$ cat config.mk
export PLATFORM = sky130hd
export DESIGN_NAME = mantissa_align_pipe
export DESIGN_NICKNAME = d
export VERILOG_FILES = /design/src/rtl/fp_addsub_pkg.sv /design/src/rtl/sticky_rshift.sv /design/src/rtl/mantissa_align_pipe.sv
export SDC_FILE = /design/constraint.sdc
export NUM_CORES = 1
export LEC_CHECK = 0
export ABC_AREA = 1
export BUFFER_PORTS_ARGS = -buffer_cell sky130_fd_sc_hd__buf_2
export CAP_MARGIN = 20
export CORE_ASPECT_RATIO = 0.7
export CORE_MARGIN = 1
export CORE_UTILIZATION = 50
export DETAILED_ROUTE_END_ITERATION = 16
export GPL_ROUTABILITY_DRIVEN = 0
export PLACE_DENSITY = 0.73
export SLEW_MARGIN = 20
export SYNTH_ARGS = -nofsm -noshare
export SYNTH_HDL_FRONTEND = slang
export SYNTH_SLANG_ARGS = --single-unit
$ cat constraint.sdc
create_clock -name clk -period 10 [get_ports clk]
set_input_delay 2 -clock clk [delete_from_list [all_inputs] [get_ports clk]]
set_output_delay 2 -clock clk [all_outputs]
set_load 0.01 [all_outputs]
$ cat src/rtl/fp_addsub_pkg.sv
`default_nettype none
// +----------------------------------------------------------------------+
// | fp_addsub_pkg : shared widths and exponent-compare encoding for the   |
// |                 FP add/sub datapath.                   Rev 1.0        |
// +----------------------------------------------------------------------+
package fp_addsub_pkg;
    localparam int EXP_WIDTH  = 8;
    localparam int MANT_WIDTH = 23;
    localparam int SIG_W      = MANT_WIDTH + 4;
    localparam int SHIFT_W    = 5;

    typedef enum logic [1:0] {
        A_LT = 2'b00,
        A_GT = 2'b10,
        A_EQ = 2'b11
    } exp_disc_e;
endpackage
`default_nettype wire

$ cat src/rtl/sticky_rshift.sv
`default_nettype none
// +----------------------------------------------------------------------+
// | sticky_rshift : combinational right shift folding lost bits into the  |
// |                 LSB (sticky).                          Rev 1.0        |
// +----------------------------------------------------------------------+
module sticky_rshift #(
    parameter int SIG_W   = 27,
    parameter int SHIFT_W = 5
) (
    input  logic [SIG_W-1:0]   i_sig,
    input  logic [SHIFT_W-1:0] i_shift,
    input  logic               i_force,
    output logic [SIG_W-1:0]   o_sig
);
    logic [SIG_W-1:0] w_shifted;
    logic [SIG_W-1:0] w_lost_mask;
    logic             w_overflow;
    logic             w_lost_any;

    assign w_overflow  = i_force || (int'(i_shift) >= SIG_W);
    assign w_shifted   = i_sig >> i_shift;
    assign w_lost_mask = ~({SIG_W{1'b1}} << i_shift);
    assign w_lost_any  = |(i_sig & w_lost_mask);

    // Bit 0 is the sticky position, so anything shifted past it ORs in there.
    assign o_sig = w_overflow ? {{(SIG_W-1){1'b0}}, |i_sig}
                              : {w_shifted[SIG_W-1:1], w_shifted[0] | w_lost_any};
endmodule
`default_nettype wire

$ cat src/rtl/mantissa_align_pipe.sv
`default_nettype none
// +----------------------------------------------------------------------+
// | mantissa_align_pipe : orders operands, restores hidden bits and       |
// |                       aligns the smaller significand (2 stages).      |
// |                                                        Rev 1.0        |
// +----------------------------------------------------------------------+
module mantissa_align_pipe #(
    parameter int EXP_WIDTH  = fp_addsub_pkg::EXP_WIDTH,
    parameter int MANT_WIDTH = fp_addsub_pkg::MANT_WIDTH,
    parameter int SIG_W      = MANT_WIDTH + 4
) (
    input  logic                  clk,
    input  logic                  rst,
    input  logic                  in_valid,
    output logic                  in_ready,
    input  logic                  op_sub,
    input  logic                  sign_a,
    input  logic                  sign_b,
    input  logic [EXP_WIDTH-1:0]  exp_a,
    input  logic [EXP_WIDTH-1:0]  exp_b,
    input  logic [MANT_WIDTH-1:0] mant_a,
    input  logic [MANT_WIDTH-1:0] mant_b,
    input  logic [1:0]            exp_disc,
    input  logic [4:0]            shift_spaces,
    input  logic [EXP_WIDTH-1:0]  exp_value,
    output logic                  out_valid,
    input  logic                  out_ready,
    output logic [SIG_W-1:0]      sig_large,
    output logic [SIG_W-1:0]      sig_small,
    output logic                  eff_sub,
    output logic                  res_sign,
    output logic [EXP_WIDTH-1:0]  exp_out,
    output logic                  swapped
);
    import fp_addsub_pkg::*;

    localparam int HSIG_W = MANT_WIDTH + 1;
    localparam logic [EXP_WIDTH:0] c_MAX_SHIFT = (EXP_WIDTH+1)'(31);

    logic                  w_hid_a, w_hid_b;
    logic [HSIG_W-1:0]     w_sig_a, w_sig_b;
    logic                  w_sb, w_eff_sub, w_swap, w_res_sign, w_equal_mag;
    logic [EXP_WIDTH:0]    w_exp_diff;
    logic                  w_big_shift;
    logic                  w_s1_advance, w_in_xfer;
    logic [SIG_W-1:0]      w_small_aligned;

    logic                  r_rdy_en;
    logic                  r1_valid;
    logic [HSIG_W-1:0]     r1_large, r1_small;
    logic [4:0]            r1_shift;
    logic                  r1_big, r1_eff_sub, r1_res_sign, r1_swapped;
    logic [EXP_WIDTH-1:0]  r1_exp;

    logic                  r2_valid;
    logic [SIG_W-1:0]      r2_sig_large, r2_sig_small;
    logic                  r2_eff_sub, r2_res_sign, r2_swapped;
    logic [EXP_WIDTH-1:0]  r2_exp;

    assign w_s1_advance = !r2_valid || out_ready;
    assign in_ready     = r_rdy_en && (!r1_valid || w_s1_advance);
    assign w_in_xfer    = in_valid && in_ready;

    assign w_hid_a     = |exp_a;
    assign w_hid_b     = |exp_b;
    assign w_sig_a     = {w_hid_a, mant_a};
    assign w_sig_b     = {w_hid_b, mant_b};
    assign w_sb        = sign_b ^ op_sub;
    assign w_eff_sub   = sign_a ^ w_sb;
    assign w_equal_mag = (exp_a == exp_b) && (mant_a == mant_b);

    // shift_spaces is truncated to 5 bits; recover far-apart exponents here.
    assign w_exp_diff  = (exp_a >= exp_b) ? ({1'b0, exp_a} - {1'b0, exp_b})
                                          : ({1'b0, exp_b} - {1'b0, exp_a});
    assign w_big_shift = w_exp_diff > c_MAX_SHIFT;

    always_comb begin
        w_swap = 1'b0;
        case (exp_disc)
            A_GT:    w_swap = 1'b0;
            A_LT:    w_swap = 1'b1;
            default: w_swap = (w_sig_b > w_sig_a);
        endcase
    end

    assign w_res_sign = (w_eff_sub && w_equal_mag) ? 1'b0
                                                   : (w_swap ? w_sb : sign_a);

    always_ff @(posedge clk or posedge rst) begin
        if (rst) begin
            r_rdy_en    <= 1'b0;
            r1_valid    <= 1'b0;
            r1_large    <= '0;
            r1_small    <= '0;
            r1_shift    <= '0;
            r1_big      <= 1'b0;
            r1_eff_sub  <= 1'b0;
            r1_res_sign <= 1'b0;
            r1_swapped  <= 1'b0;
            r1_exp      <= '0;
        end else begin
            r_rdy_en <= 1'b1;
            if (in_ready) begin
                r1_valid <= in_valid;
            end
            if (w_in_xfer) begin
                r1_large    <= w_swap ? w_sig_b : w_sig_a;
                r1_small    <= w_swap ? w_sig_a : w_sig_b;
                r1_shift    <= shift_spaces;
                r1_big      <= w_big_shift;
                r1_eff_sub  <= w_eff_sub;
                r1_res_sign <= w_res_sign;
                r1_swapped  <= w_swap;
                r1_exp      <= exp_value;
            end
        end
    end

    sticky_rshift #(
        .SIG_W   (SIG_W),
        .SHIFT_W (5)
    ) u_sticky_rshift (
        .i_sig   ({r1_small, 3'b000}),
        .i_shift (r1_shift),
        .i_force (r1_big),
        .o_sig   (w_small_aligned)
    );

    always_ff @(posedge clk or posedge rst) begin
        if (rst) begin
            r2_valid     <= 1'b0;
            r2_sig_large <= '0;
            r2_sig_small <= '0;
            r2_eff_sub   <= 1'b0;
            r2_res_sign  <= 1'b0;
            r2_swapped   <= 1'b0;
            r2_exp       <= '0;
        end else if (w_s1_advance) begin
            r2_valid <= r1_valid;
            if (r1_valid) begin
                r2_sig_large <= {r1_large, 3'b000};
                r2_sig_small <= w_small_aligned;
                r2_eff_sub   <= r1_eff_sub;
                r2_res_sign  <= r1_res_sign;
                r2_swapped   <= r1_swapped;
                r2_exp       <= r1_exp;
            end
        end
    end

    assign out_valid = r2_valid;
    assign sig_large = r2_sig_large;
    assign sig_small = r2_sig_small;
    assign eff_sub   = r2_eff_sub;
    assign res_sign  = r2_res_sign;
    assign exp_out   = r2_exp;
    assign swapped   = r2_swapped;
endmodule
`default_nettype wire

---- Word-level counts from Yosys, hierarchy flattened ----
Index checks and enable logic that the tools add are counted.
storage, ports and cells
  input port bits ......................... 84
  register bits ........................... 130
  logic and storage cells ................. 55
  output and inout bits ................... 67
operators by class
  reduce and logical (&&, ||, !) cells .... 15
  shift operators ......................... 2
  equal/unequal tests ..................... 3
  magnitude comparators ................... 4
  bitwise gates (word level) .............. 5
  muxes and demuxes ....................... 7
  add/subtract/negate cells ............... 2
operators by type and width
  cell                                                                             number
  24-bit 2-to-1 mux                                                                2
  27-bit AND                                                                       1
  27-bit 2-to-1 mux                                                                1
  27-bit inverter                                                                  1
  27-bit OR reduction                                                              1
  27-bit by 5-bit << shifter with 27-bit output, first input constant              1
  27-bit by 5-bit >> shifter with 27-bit output                                    1
  24-bit greater-than comparator                                                   1
  24-bit OR reduction                                                              1
  23-bit == test                                                                   1
  8-bit by 8-bit subtractor with 9-bit output                                      2
  8-bit OR reduction                                                               2
  9-bit by 5-bit greater-than comparator with 1-bit output, second input constant  1
  9-bit 2-to-1 mux                                                                 1
  8-bit == test                                                                    1
  8-bit greater-or-equal comparator                                                1
  5-bit greater-or-equal comparator, second input constant                         1
  1-bit logical AND                                                                4
  1-bit logical OR                                                                 3
  2-bit == test, second input constant                                             1
  1-bit logical NOT                                                                2
  2-bit logical NOT                                                                1
  1-bit 2-to-1 mux                                                                 2
  1-bit case mux with 2 select lines                                               1
  other kinds (3)                                                                  4

---- Depth between registers and ports, before layout ----
Gate-level depths: netlist of run 1.
  depth in word-level cells ............... 6
  gate-level depth with buffers ........... 17

---- By module ----
From an unflattened synthesis of run 1, not the netlist that was laid out.
unflattened totals
  cells, all modules ...................... 1198
  area total of the unflattened synthesis .. 8869.8 um^2
modules (own cells, without submodules)
  module               instances  seq. area each (um^2)  area an instance (um^2)  cells an instance
  mantissa_align_pipe  1          3253.1                 7049.3                   815
  sticky_rshift        1          0.0                    1820.5                   383

---- Least setup slack after synthesis of run 1 ----
OpenSTA, ideal clock, no wires.
  path kind ............................... input-to-output
  from .................................... in out_ready
  to ...................................... out in_ready
  data arrival time ....................... 2390 ps
  cell stages on the path ................. 4
  setup slack ............................. 5610 ps
  path through ............................ nor2_1 > nand2_1 > nand2_1 > inv_1
on the way
  longest elaborated chain between the ends .. 3
RTL lines
  item               RTL line                   source
  start, declared    mantissa_align_pipe.sv:27  input logic out_ready,
  1-bit logical OR   mantissa_align_pipe.sv:60  assign w_s1_advance = !r2_valid || out_ready;
  1-bit logical OR   mantissa_align_pipe.sv:61  assign in_ready = r_rdy_en && (!r1_valid || w_s1_advance);
  1-bit logical AND  mantissa_align_pipe.sv:61
  end, declared      mantissa_align_pipe.sv:15  output logic in_ready,
Every way passes these cells.

---- Worst setup path in the final report of run 1 ----
  from .................................... in exp_b[5]
  to ...................................... reg r1_small[10]
on the way
  longest elaborated chain between the ends .. 4
RTL lines
  item                                RTL line                    source
  start, declared                     mantissa_align_pipe.sv:20   input logic [EXP_WIDTH-1:0] exp_b,
  8-bit OR reduction                  mantissa_align_pipe.sv:65   assign w_hid_b = |exp_b;
  24-bit greater-than comparator      mantissa_align_pipe.sv:82   default: w_swap = (w_sig_b > w_sig_a);
  1-bit case mux with 2 select lines  mantissa_align_pipe.sv:79   case (exp_disc)
  24-bit 2-to-1 mux                   mantissa_align_pipe.sv:108  r1_small <= w_swap ? w_sig_a : w_sig_b;
  end signal, assigned                mantissa_align_pipe.sv:108
  end, declared                       mantissa_align_pipe.sv:50   logic [HSIG_W-1:0] r1_large, r1_small;
Every way passes these cells.
A chain may end at the register's enable or synchronous reset.

==> results.sh, run 1 <==
export IMPL_status="complete, no violations"
export IMPL_antenna_found_initial=0
export IMPL_crit_arrival_ps=5150
export IMPL_postCtsSetupBuffers=0
export IMPL_fin_cells=1588
export IMPL_final_common_cell="nand2_1"
export IMPL_ant_nets=0
export IMPL_fin_crit_ps=4790
export IMPL_cts_sinks=130
export IMPL_ctsHoldBuffers=0
export IMPL_p_leak_nw=5.62
export IMPL_num_vias=8446
export IMPL_dpl_cell_count=1556
export IMPL_worst_slew_pin_slew_ps=944
export IMPL_finalCritPeriodShare=0.479
export IMPL_ys_seq_elements=130
export IMPL_ys_warn_count=0
export IMPL_cts_resized_gates=0
export IMPL_grt_max_degree=77
export IMPL_finalSetupViolCount=0
export IMPL_drv_cap=0
export IMPL_min_from="exp_out[7]"
export IMPL_syn_avg_cell_area_um2=6.92
export IMPL_grt_usage=0.276
export IMPL_worstPathCellList="buf_2, nor4_1, nand2_1, ha_1, a21oi_1, o21ai_0, a21oi_1, nand3_2, nand2_4, nand2_2, nand2_1, nand3_1, nand2_1"
export IMPL_hold_depth=2
export IMPL_mostFrequentLayoutCells="509 x nand2_1, 147 x buf_2, 130 x dfrtp_1"
export IMPL_critPathBufInv=1
export IMPL_drtIter0Drc=852
export IMPL_crit_slowest_cell="nand2_2"
export IMPL_die_area_um2=17700
export IMPL_hold_path_class="reg2reg"
export IMPL_multi_input_area_um2=4510
export IMPL_seq_area_um2=3250
export IMPL_drt_vias_per_instance=5.32
export IMPL_path_max_fanout=50
export IMPL_clock_latency_ps=430
export IMPL_start_util=0.520
export IMPL_grt_pass1_vias=7737
export IMPL_clockBufferDepth=2
export IMPL_finClkSkew_ps=7.37
export IMPL_io_pins=151
export IMPL_cp_top_family="simple AND/OR/NAND/NOR gates"
export IMPL_hold_viol=0
export IMPL_fin_nets=1476
export IMPL_end_kind="register"
export IMPL_rsz0062_at_grt="no"
export IMPL_fp_dieH_um=112
export IMPL_cts_tree="built"
export IMPL_synth_top_cell_area_share=0.378
export IMPL_drive_above_1_share=0.158
export IMPL_slowest_delay_ps=700
export IMPL_grt_pass1_wl_mm=39.1
export IMPL_vdd_drop_max_v=0.000106
export IMPL_synth_top_flop_cell="dfrtp_1"
export IMPL_synth_edf_count=0
export IMPL_placementRows=39
export IMPL_reg2reg_to="sig_small[4]"
export IMPL_yosysTopAreaCell="dfrtp_1"
export IMPL_fmax_mhz=209
export IMPL_rrSetupSlack_ps=7260
export IMPL_ys_types=51
export IMPL_final_util=0.598
export IMPL_path_common_cell="nand2_1"
export IMPL_areaGrowthSynthToFinish_pct=15.1
export IMPL_async_flop_share=1.00
export IMPL_yosys_top_cells_area="dfrtp_1 38%, nand2_1 22%, nand3_1 7.3%"
export IMPL_die_x_um=159
export IMPL_nFillCells=1583
export IMPL_r2r_start="r1_shift[2]"
export IMPL_numCtsBuffers=17
export IMPL_mappedNetlistArea_um2=8600
export IMPL_hpwl_mm=17.1
export IMPL_root_buffer="clkbuf_16"
export IMPL_slew_headroom=0.371
export IMPL_routed_wl_mm=23.8
export IMPL_io_buffers=147
export IMPL_required_ps=10360
export IMPL_ys_seq_area_frac=0.378
export IMPL_diodes=0
export IMPL_fp_coreArea_um2=16500
export IMPL_cp_start_kind="input port"
export IMPL_wl_per_cell_um=15.0
export IMPL_reg2reg_depth=7
export IMPL_drc=0
export IMPL_htreeDepth=4
export IMPL_first_pass_iters=7
export IMPL_path_class="in2reg"
export IMPL_min_to="exp_out[7]"
export IMPL_finalMaxSlewViolations=0
export IMPL_p_per_area_nw_per_um2=207
export IMPL_grt_overflow=0
export IMPL_tns_ps=0
export IMPL_syn_inst=1242
export IMPL_clkSlewWorstSetupHoldPaths_ps=60
-- area by class of cell --
type / count / share of cell area
Inverter: 127 / 0.0484
Clock inverter: 14 / 0.0157
Clock buffer: 18 / 0.0444
Sequential cell: 130 / 0.329
Multi-Input combinational cell: 921 / 0.455
Timing Repair Buffer: 153 / 0.0789
Tap cell: 225 / 0.0284
-- cells in the mapped netlist, types with 8 or more instances --
cell type / n
a21oi_1: 33
buf_2: 32
clkbuf_1: 17
dfrtp_1: 130
ha_1: 40
inv_1: 126
nand2_1: 510
nand3_1: 126
nand3_2: 12
nand4_1: 10
nor2_1: 44
o211ai_1: 8
o21ai_0: 62
o21ai_1: 17
-- layer usage --
| layer | up-vias | share of wire | global-route usage | wire, um |
|---|---|---|---|---|
| met5 | - | 0 | 0 | 0 |
| met3 | 42 | 0.084 | 0.0462 | 2000 |
| met4 | 0 | 0.021 | 0.101 | 488 |
| met2 | 374 | 0.42 | 0.395 | 9950 |
| li1 | 4160 | - | - | - |
| met1 | 3870 | 0.48 | 0.416 | 11300 |
-- report_power, final --
| group | switching, mW | total [mW] | internal, mW |
|---|---|---|---|
| clock network | 0.248 | 0.625 | 0.377 |
| registers | 0.109 | 0.767 | 0.658 |
| logic | 0.427 | 0.657 | 0.230 |
-- stage by stage --
stage	power, mW	hold WS (ps)	cell area, um2	setup WS (ps)
after global placement	1.41	450	9300	4910
after global routing	2.18	480	9900	4810
final	2.05	464	9900	5210
after floorplan	1.20	449	8610	4530
after CTS	2.05	468	9900	5280
after detailed placement	1.42	453	9300	4870
-- worst max path at each step --
stage	from	endpoint	slack, ps	depth (start not counted)
floorplan	rst	eff_sub	4530	1
global placement	exp_b[4]	r1_small[10]	4910	13
detailed placement	exp_b[4]	r1_small[10]	4870	13
CTS	exp_b[4]	r1_small[10]	5280	13
global route	exp_b[5]	r1_small[8]	4810	13
finish	exp_b[5]	r1_small[10]	5210	13
-- worst reg2reg max path, delay by kind of cell (launching register included) --
kind	cells	cell delay (ps)
flip-flops	1	670
buffers and inverters	1	670
AND/OR/NAND/NOR	5	930
AO/OA/AOI/OAI	1	410
-- flip-flops by register name, indices dropped and copies added, names as in the netlist, 5 cells and up --
signal     flops
exp_out        8
r1_large      24
sig_large     24
r1_exp         8
sig_small     27
r1_small      24
r1_shift       5
-- cell families after synthesis --
group                    Yosys count  synth area share
multiplexers                       7           0.00815
AND/OR/NAND/NOR                  723             0.355
flip-flops                       130             0.378
XOR/XNOR                           4           0.00408
other                              2          0.000873
adder cells (fa/ha/maj)           42            0.0629
buffers and inverters            193            0.0987
AO/OA/AOI/OAI                    141            0.0918
Note: power is estimated with default switching activity, not from simulation.
==> inputs of run 2 (changes only) <==
==> constraint.sdc (replaced) <==
create_clock -name clk -period 4.9 [get_ports clk]
set_input_delay 0.98 -clock clk [delete_from_list [all_inputs] [get_ports clk]]
set_output_delay 0.98 -clock clk [all_outputs]
set_load 0.01 [all_outputs]
==> run 2 against run 1 <==
- die area stayed put
- final cell count grew 0.31%
- sequential power increased by 100%
- count of clock-buffer cells in the layout did not move
- utilization increased by 0.38 points
- worst hold slack better by 4.1 ps
- first-iteration DRC count grew 1.2%
- largest cell class unchanged
- largest power group unchanged
==> results.sh, run 2 (synthesized netlist as in run 1, its figures left out) <==
export IMPL_p_int_mw=2.62
export IMPL_drc=0
export IMPL_clockPowerShare=0.311
export IMPL_slowest_delay_ps=450
export IMPL_reg2reg_depth=7
export IMPL_min_from="sig_large[8]"
export IMPL_crit_arrival_ps=3500
export IMPL_swShare=0.379
export IMPL_r2r_start="r1_shift[2]"
export IMPL_clock_latency_ps=420
export IMPL_crit_cells=16
export IMPL_hold_path_class="reg2reg"
export IMPL_worstPathCellList="buf_2, nor4_1, nand2_1, ha_1, nand2_1, nor2_1, nand2_1, nor2_1, nand2_1, nand3_2, nand2_4, nand2_2, buf_4, nand2_1, nand3_1, nand2_1"
export IMPL_path_max_fanout=50
export IMPL_cp_start_kind="input port"
export IMPL_grt_max_degree=81
export IMPL_nFillCells=1588
export IMPL_seqPwrFrac=0.372
export IMPL_first_pass_iters=5
export IMPL_path_class="in2reg"
export IMPL_cts_sinks=130
export IMPL_mostFrequentLayoutCells="509 x nand2_1, 147 x buf_2, 130 x dfrtp_1"
export IMPL_crit_slowest_cell="buf_4"
export IMPL_io_pins=151
export IMPL_fp_coreArea_um2=16500
export IMPL_cp_top_family="simple AND/OR/NAND/NOR gates"
export IMPL_finClkSkew_ps=7.70
export IMPL_postCtsSetupBuffers=0
export IMPL_ctsHoldBuffers=0
export IMPL_drive_above_1_share=0.161
export IMPL_num_vias=8523
export IMPL_wl_per_cell_um=15.0
export IMPL_tns_ps=0
export IMPL_routed_wl_mm=23.8
export IMPL_drtIter0Drc=862
export IMPL_drt_vias_per_instance=5.35
export IMPL_numCtsBuffers=17
export IMPL_final_common_cell="nand2_1"
export IMPL_p_per_area_nw_per_um2=424
export IMPL_p_comb_frac=0.317
export IMPL_grt_overflow=0
export IMPL_grt_pass1_wl_mm=39.7
export IMPL_root_buffer="clkbuf_16"
export IMPL_status="complete, no violations"
export IMPL_worst_slew_pin_slew_ps=967
export IMPL_clockBufferDepth=2
export IMPL_required_ps=5210
export IMPL_rsz0062_at_grt="no"
export IMPL_hold_depth=2
export IMPL_antenna_found_initial=0
export IMPL_hpwl_mm=17.3
export IMPL_finalSetupViolCount=0
export IMPL_die_area_um2=17700
export IMPL_critPathBufInv=2
export IMPL_fin_crit_ps=3190
export IMPL_diodes=0
export IMPL_htreeDepth=4
export IMPL_power_switching_mw=1.60
export IMPL_end_kind="register"
export IMPL_fmax_mhz=313
export IMPL_dp_worst_setup_slack_ps=1290
export IMPL_grt_usage=0.278
export IMPL_startpoint="exp_b[4]"
export IMPL_vdd_drop_max_v=0.000241
export IMPL_largest_register_ffs=27
export IMPL_postLayoutCellArea_um2=9960
export IMPL_drv_cap=0
export IMPL_finalMaxSlewViolations=0
export IMPL_io_buffers=147
export IMPL_slew_headroom=0.355
export IMPL_clkSlewWorstSetupHoldPaths_ps=60
export IMPL_placementRows=39
export IMPL_hold_viol=0
export IMPL_start_util=0.520
export IMPL_p_leak_nw=5.64
export IMPL_areaGrowthSynthToFinish_pct=15.8
export IMPL_finalCritPeriodShare=0.652
export IMPL_cts_resized_gates=0
export IMPL_grt_pass1_vias=7876
export IMPL_fp_dieH_um=112
export IMPL_ant_nets=0
export IMPL_path_common_cell="nand2_1"
export IMPL_die_x_um=159
export IMPL_fin_nets=1481
export IMPL_cts_tree="built"
export IMPL_setup_slack_ps=1710
export IMPL_holdWs_ps=468
export IMPL_place_area_um2=9330
run 2: changes by cell type in the layout (fill, tap and decap cells not counted), sizes merged:
cell | before | now
bufinv | 2 | 3
clkinv | 7 | 3
buf | 153 | 158
clkinvlp | 1 | 4
run 2: tightest hold or removal path, delay by kind of cell, from the launching register on:
kind             cells  cell delay [ps]
DFF                  1              340
and+or+nand+nor      2              100
run 2: final timing paths:
path                           endpoint  slack [ps]
setup / recovery           r1_small[10]        1710
hold / removal             sig_large[8]         470
setup reg to reg           sig_small[4]        2090
hold reg to reg            sig_large[8]         470
max in group asynchronous  r1_large[20]        3160
min in group asynchronous    exp_out[6]         770
run 2: final cells by class:
| class | instances | area [um2] | share of cell area |
|---|---|---|---|
| repair buffers | 158 | 831 | 0.0834 |
| multi-input cells | 921 | 4510 | 0.453 |
| flip-flops and latches | 130 | 3250 | 0.327 |
| well taps | 225 | 282 | 0.0283 |
| inverters | 127 | 479 | 0.0481 |
| clock inverters | 14 | 178 | 0.0178 |
| clock buffers | 18 | 429 | 0.0431 |
run 2: per-stage QoR:
stage | util | total power [mW] | cells
after floorplan | - | 2.45 | 1244
after global placement | 0.564 | 2.88 | 1560
after detailed placement | 0.564 | 2.90 | 1560
after CTS | 0.601 | 4.22 | 1592
after global routing | 0.602 | 4.49 | 1593
final | 0.602 | 4.23 | 1593
run 2: power by group through the flow:
| stage | Clock (mW) | Combinational (mW) | Sequential, mW |
|---|---|---|---|
| after floorplan | 0 | 0.874 | 1.58 |
| after global placement | 0 | 1.30 | 1.58 |
| after detailed placement | 0 | 1.32 | 1.58 |
| after CTS | 1.33 | 1.33 | 1.57 |
| after global routing | 1.38 | 1.51 | 1.61 |
| final | 1.31 | 1.34 | 1.57 |
run 2: layer usage:
layer  vias up  GRT usage  wire, um
met2       379      0.412     10200
met4         0     0.0848       402
li1       4170          -         -
met5         -          0         0
met1      3940      0.411     11200
met3        34     0.0503      2050
==> inputs of run 3 (changes only) <==
--- a/config.mk
+++ b/config.mk
@@ -13,7 +13,7 @@
 export CORE_UTILIZATION = 50
 export DETAILED_ROUTE_END_ITERATION = 16
 export GPL_ROUTABILITY_DRIVEN = 0
-export PLACE_DENSITY = 0.73
+export PLACE_DENSITY = 0.75
 export SLEW_MARGIN = 20
 export SYNTH_ARGS = -nofsm -noshare
 export SYNTH_HDL_FRONTEND = slang
==> constraint.sdc (replaced) <==
create_clock -name clk -period 2.7 [get_ports clk]
set_input_delay 0.54 -clock clk [delete_from_list [all_inputs] [get_ports clk]]
set_output_delay 0.54 -clock clk [all_outputs]
set_load 0.01 [all_outputs]
==> run 3 against run 2 <==
- combinational power grew 91%
- count of clock-buffer cells in the layout shrank 1
- clock power grew 73%
- clock skew grew 3.1 ps
- utilization grew 1.0 points
- sequential share of layout area shrank 0.54 points
- design area grew 1.7%
- global-route usage grew 0.90 points
- sequential cell count is the same
- worst setup slack lost 1500 ps
- die area is the same
- register-to-register slack lost 1500 ps
- critical path type unchanged
==> results.sh, run 3 (synthesized netlist as in run 1, its figures left out) <==
export IMPL_slew_headroom=0.466
export IMPL_clkSlewWorstSetupHoldPaths_ps=70
export IMPL_first_pass_iters=6
export IMPL_root_buffer="clkbuf_16"
export IMPL_mostFrequentLayoutCells="509 x nand2_1, 147 x buf_2, 130 x dfrtp_1"
export IMPL_diodes=0
export IMPL_num_vias=8719
export IMPL_largest_register_ffs=27
export IMPL_r2r_start="r1_shift[0]"
export IMPL_finalSetupViolCount=0
export IMPL_p_per_area_nw_per_um2=757
export IMPL_io_pins=151
export IMPL_fp_dieH_um=112
export IMPL_postLayoutCellArea_um2=10100
export IMPL_wl_per_cell_um=15.2
export IMPL_hold_viol=0
export IMPL_die_area_um2=17700
export IMPL_holdWs_ps=9.66
export IMPL_drt_vias_per_instance=5.40
export IMPL_hold_path_class="in2async"
export IMPL_fp_coreArea_um2=16500
export IMPL_p_leak_nw=5.75
export IMPL_hpwl_mm=18.3
export IMPL_ctsHoldBuffers=0
export IMPL_ant_nets=0
export IMPL_die_x_um=159
export IMPL_crit_arrival_ps=2780
export IMPL_fmax_mhz=407
export IMPL_path_max_fanout=19
export IMPL_clock_latency_ps=430
export IMPL_cp_start_kind="input port"
export IMPL_drive_above_1_share=0.174
export IMPL_startpoint="exp_b[1]"
export IMPL_placementRows=39
export IMPL_status="complete, no violations"
export IMPL_drc=0
export IMPL_postCtsSetupBuffers=0
export IMPL_antenna_found_initial=0
export IMPL_cts_sinks=130
export IMPL_finalMaxSlewViolations=0
export IMPL_grt_usage=0.287
export IMPL_grt_max_degree=82
export IMPL_path_class="in2reg"
export IMPL_drtIter0Drc=842
export IMPL_numCtsBuffers=17
export IMPL_finalCritPeriodShare=0.911
export IMPL_start_util=0.520
export IMPL_cts_tree="built"
export IMPL_fin_nets=1502
export IMPL_grt_pass1_vias=8070
export IMPL_reg2reg_to="sig_small[2]"
export IMPL_routed_wl_mm=24.6
export IMPL_rrSetupSlack_ps=600
export IMPL_end_kind="register"
export IMPL_rsz0062_at_grt="no"
export IMPL_clockBufferDepth=2
export IMPL_finClkSkew_ps=10.8
export IMPL_areaGrowthSynthToFinish_pct=17.8
export IMPL_drv_cap=0
export IMPL_fin_crit_ps=2460
export IMPL_grt_overflow=0
export IMPL_vdd_drop_max_v=0.000443
export IMPL_final_common_cell="nand2_1"
export IMPL_reg2reg_depth=8
export IMPL_cts_resized_gates=0
export IMPL_grt_pass1_wl_mm=40.9
export IMPL_place_area_um2=9540
export IMPL_worst_slew_pin_slew_ps=799
export IMPL_htreeDepth=4
export IMPL_io_buffers=147
export IMPL_required_ps=3020
==> run 3: cell count changes in the layout (fill, tap and decap cells not counted), sizes merged <==
cell | previous run | this run
clkinvlp | 4 | 3
buf | 158 | 179
clkbuf | 18 | 17
bufinv | 3 | 0
inv | 131 | 133
clkinv | 3 | 6
==> run 3: worst max-delay path by stage <==
stage | slack, ps | end
global route | 100 | r1_large[10]
detailed placement | -120 | r1_large[10]
finish | 240 | r1_large[4]
floorplan | 430 | r1_small[0]
global placement | -10 | r1_small[5]
CTS | 310 | r1_large[10]
==> run 3: critical path: stages <==
cell and delay, ps:
buf_2 100, nor4_1 330, buf_4 180, nand2_1 80
ha_1 340, nand2_1 70, nor2_1 120, nand2_1 90
nor2_1 110, nand2_1 80, nand3_2 80, nand2_4 70
nand2_2 90, buf_4 260, nand2_1 90, nand3_1 80
nand2_1 60
==> run 3: metrics by stage <==
stage	total power, mW	TNS (ps)	utilization	worst slack, ps	instances
detailed placement	5.35	-2980	0.576	-124	1582
finish	7.66	0	0.612	240	1614
global route	8.13	0	0.612	99.6	1614
floorplan	4.45	0	-	431	1244
CTS	7.64	0	0.612	306	1614
global placement	5.30	-127	0.576	-13.2	1582
==> run 3: report_power, final <==
part,switching [mW],leakage (nW),internal [mW]
logic,1.64,3.83,0.913
registers,0.397,1.64,2.44
clock network,1.04,0.282,1.24
total,3.08,5.75,4.58
==> run 3: area by class of cell <==
| cell class | count | area [um2] |
|---|---|---|
| Fill cell | 1544 | 6410 |
| Multi-Input combinational cell | 921 | 4510 |
| Sequential cell | 130 | 3250 |
| Timing Repair Buffer | 179 | 1010 |
| Inverter | 127 | 480 |
| Clock buffer | 17 | 425 |
| Tap cell | 225 | 282 |
| Clock inverter | 15 | 166 |
==> run 3: metal layers <==
layer  track usage  part of all wire
met4        0.0932             0.026
met1         0.415              0.46
met2         0.425              0.43
met3        0.0645             0.091
met5             0                 0
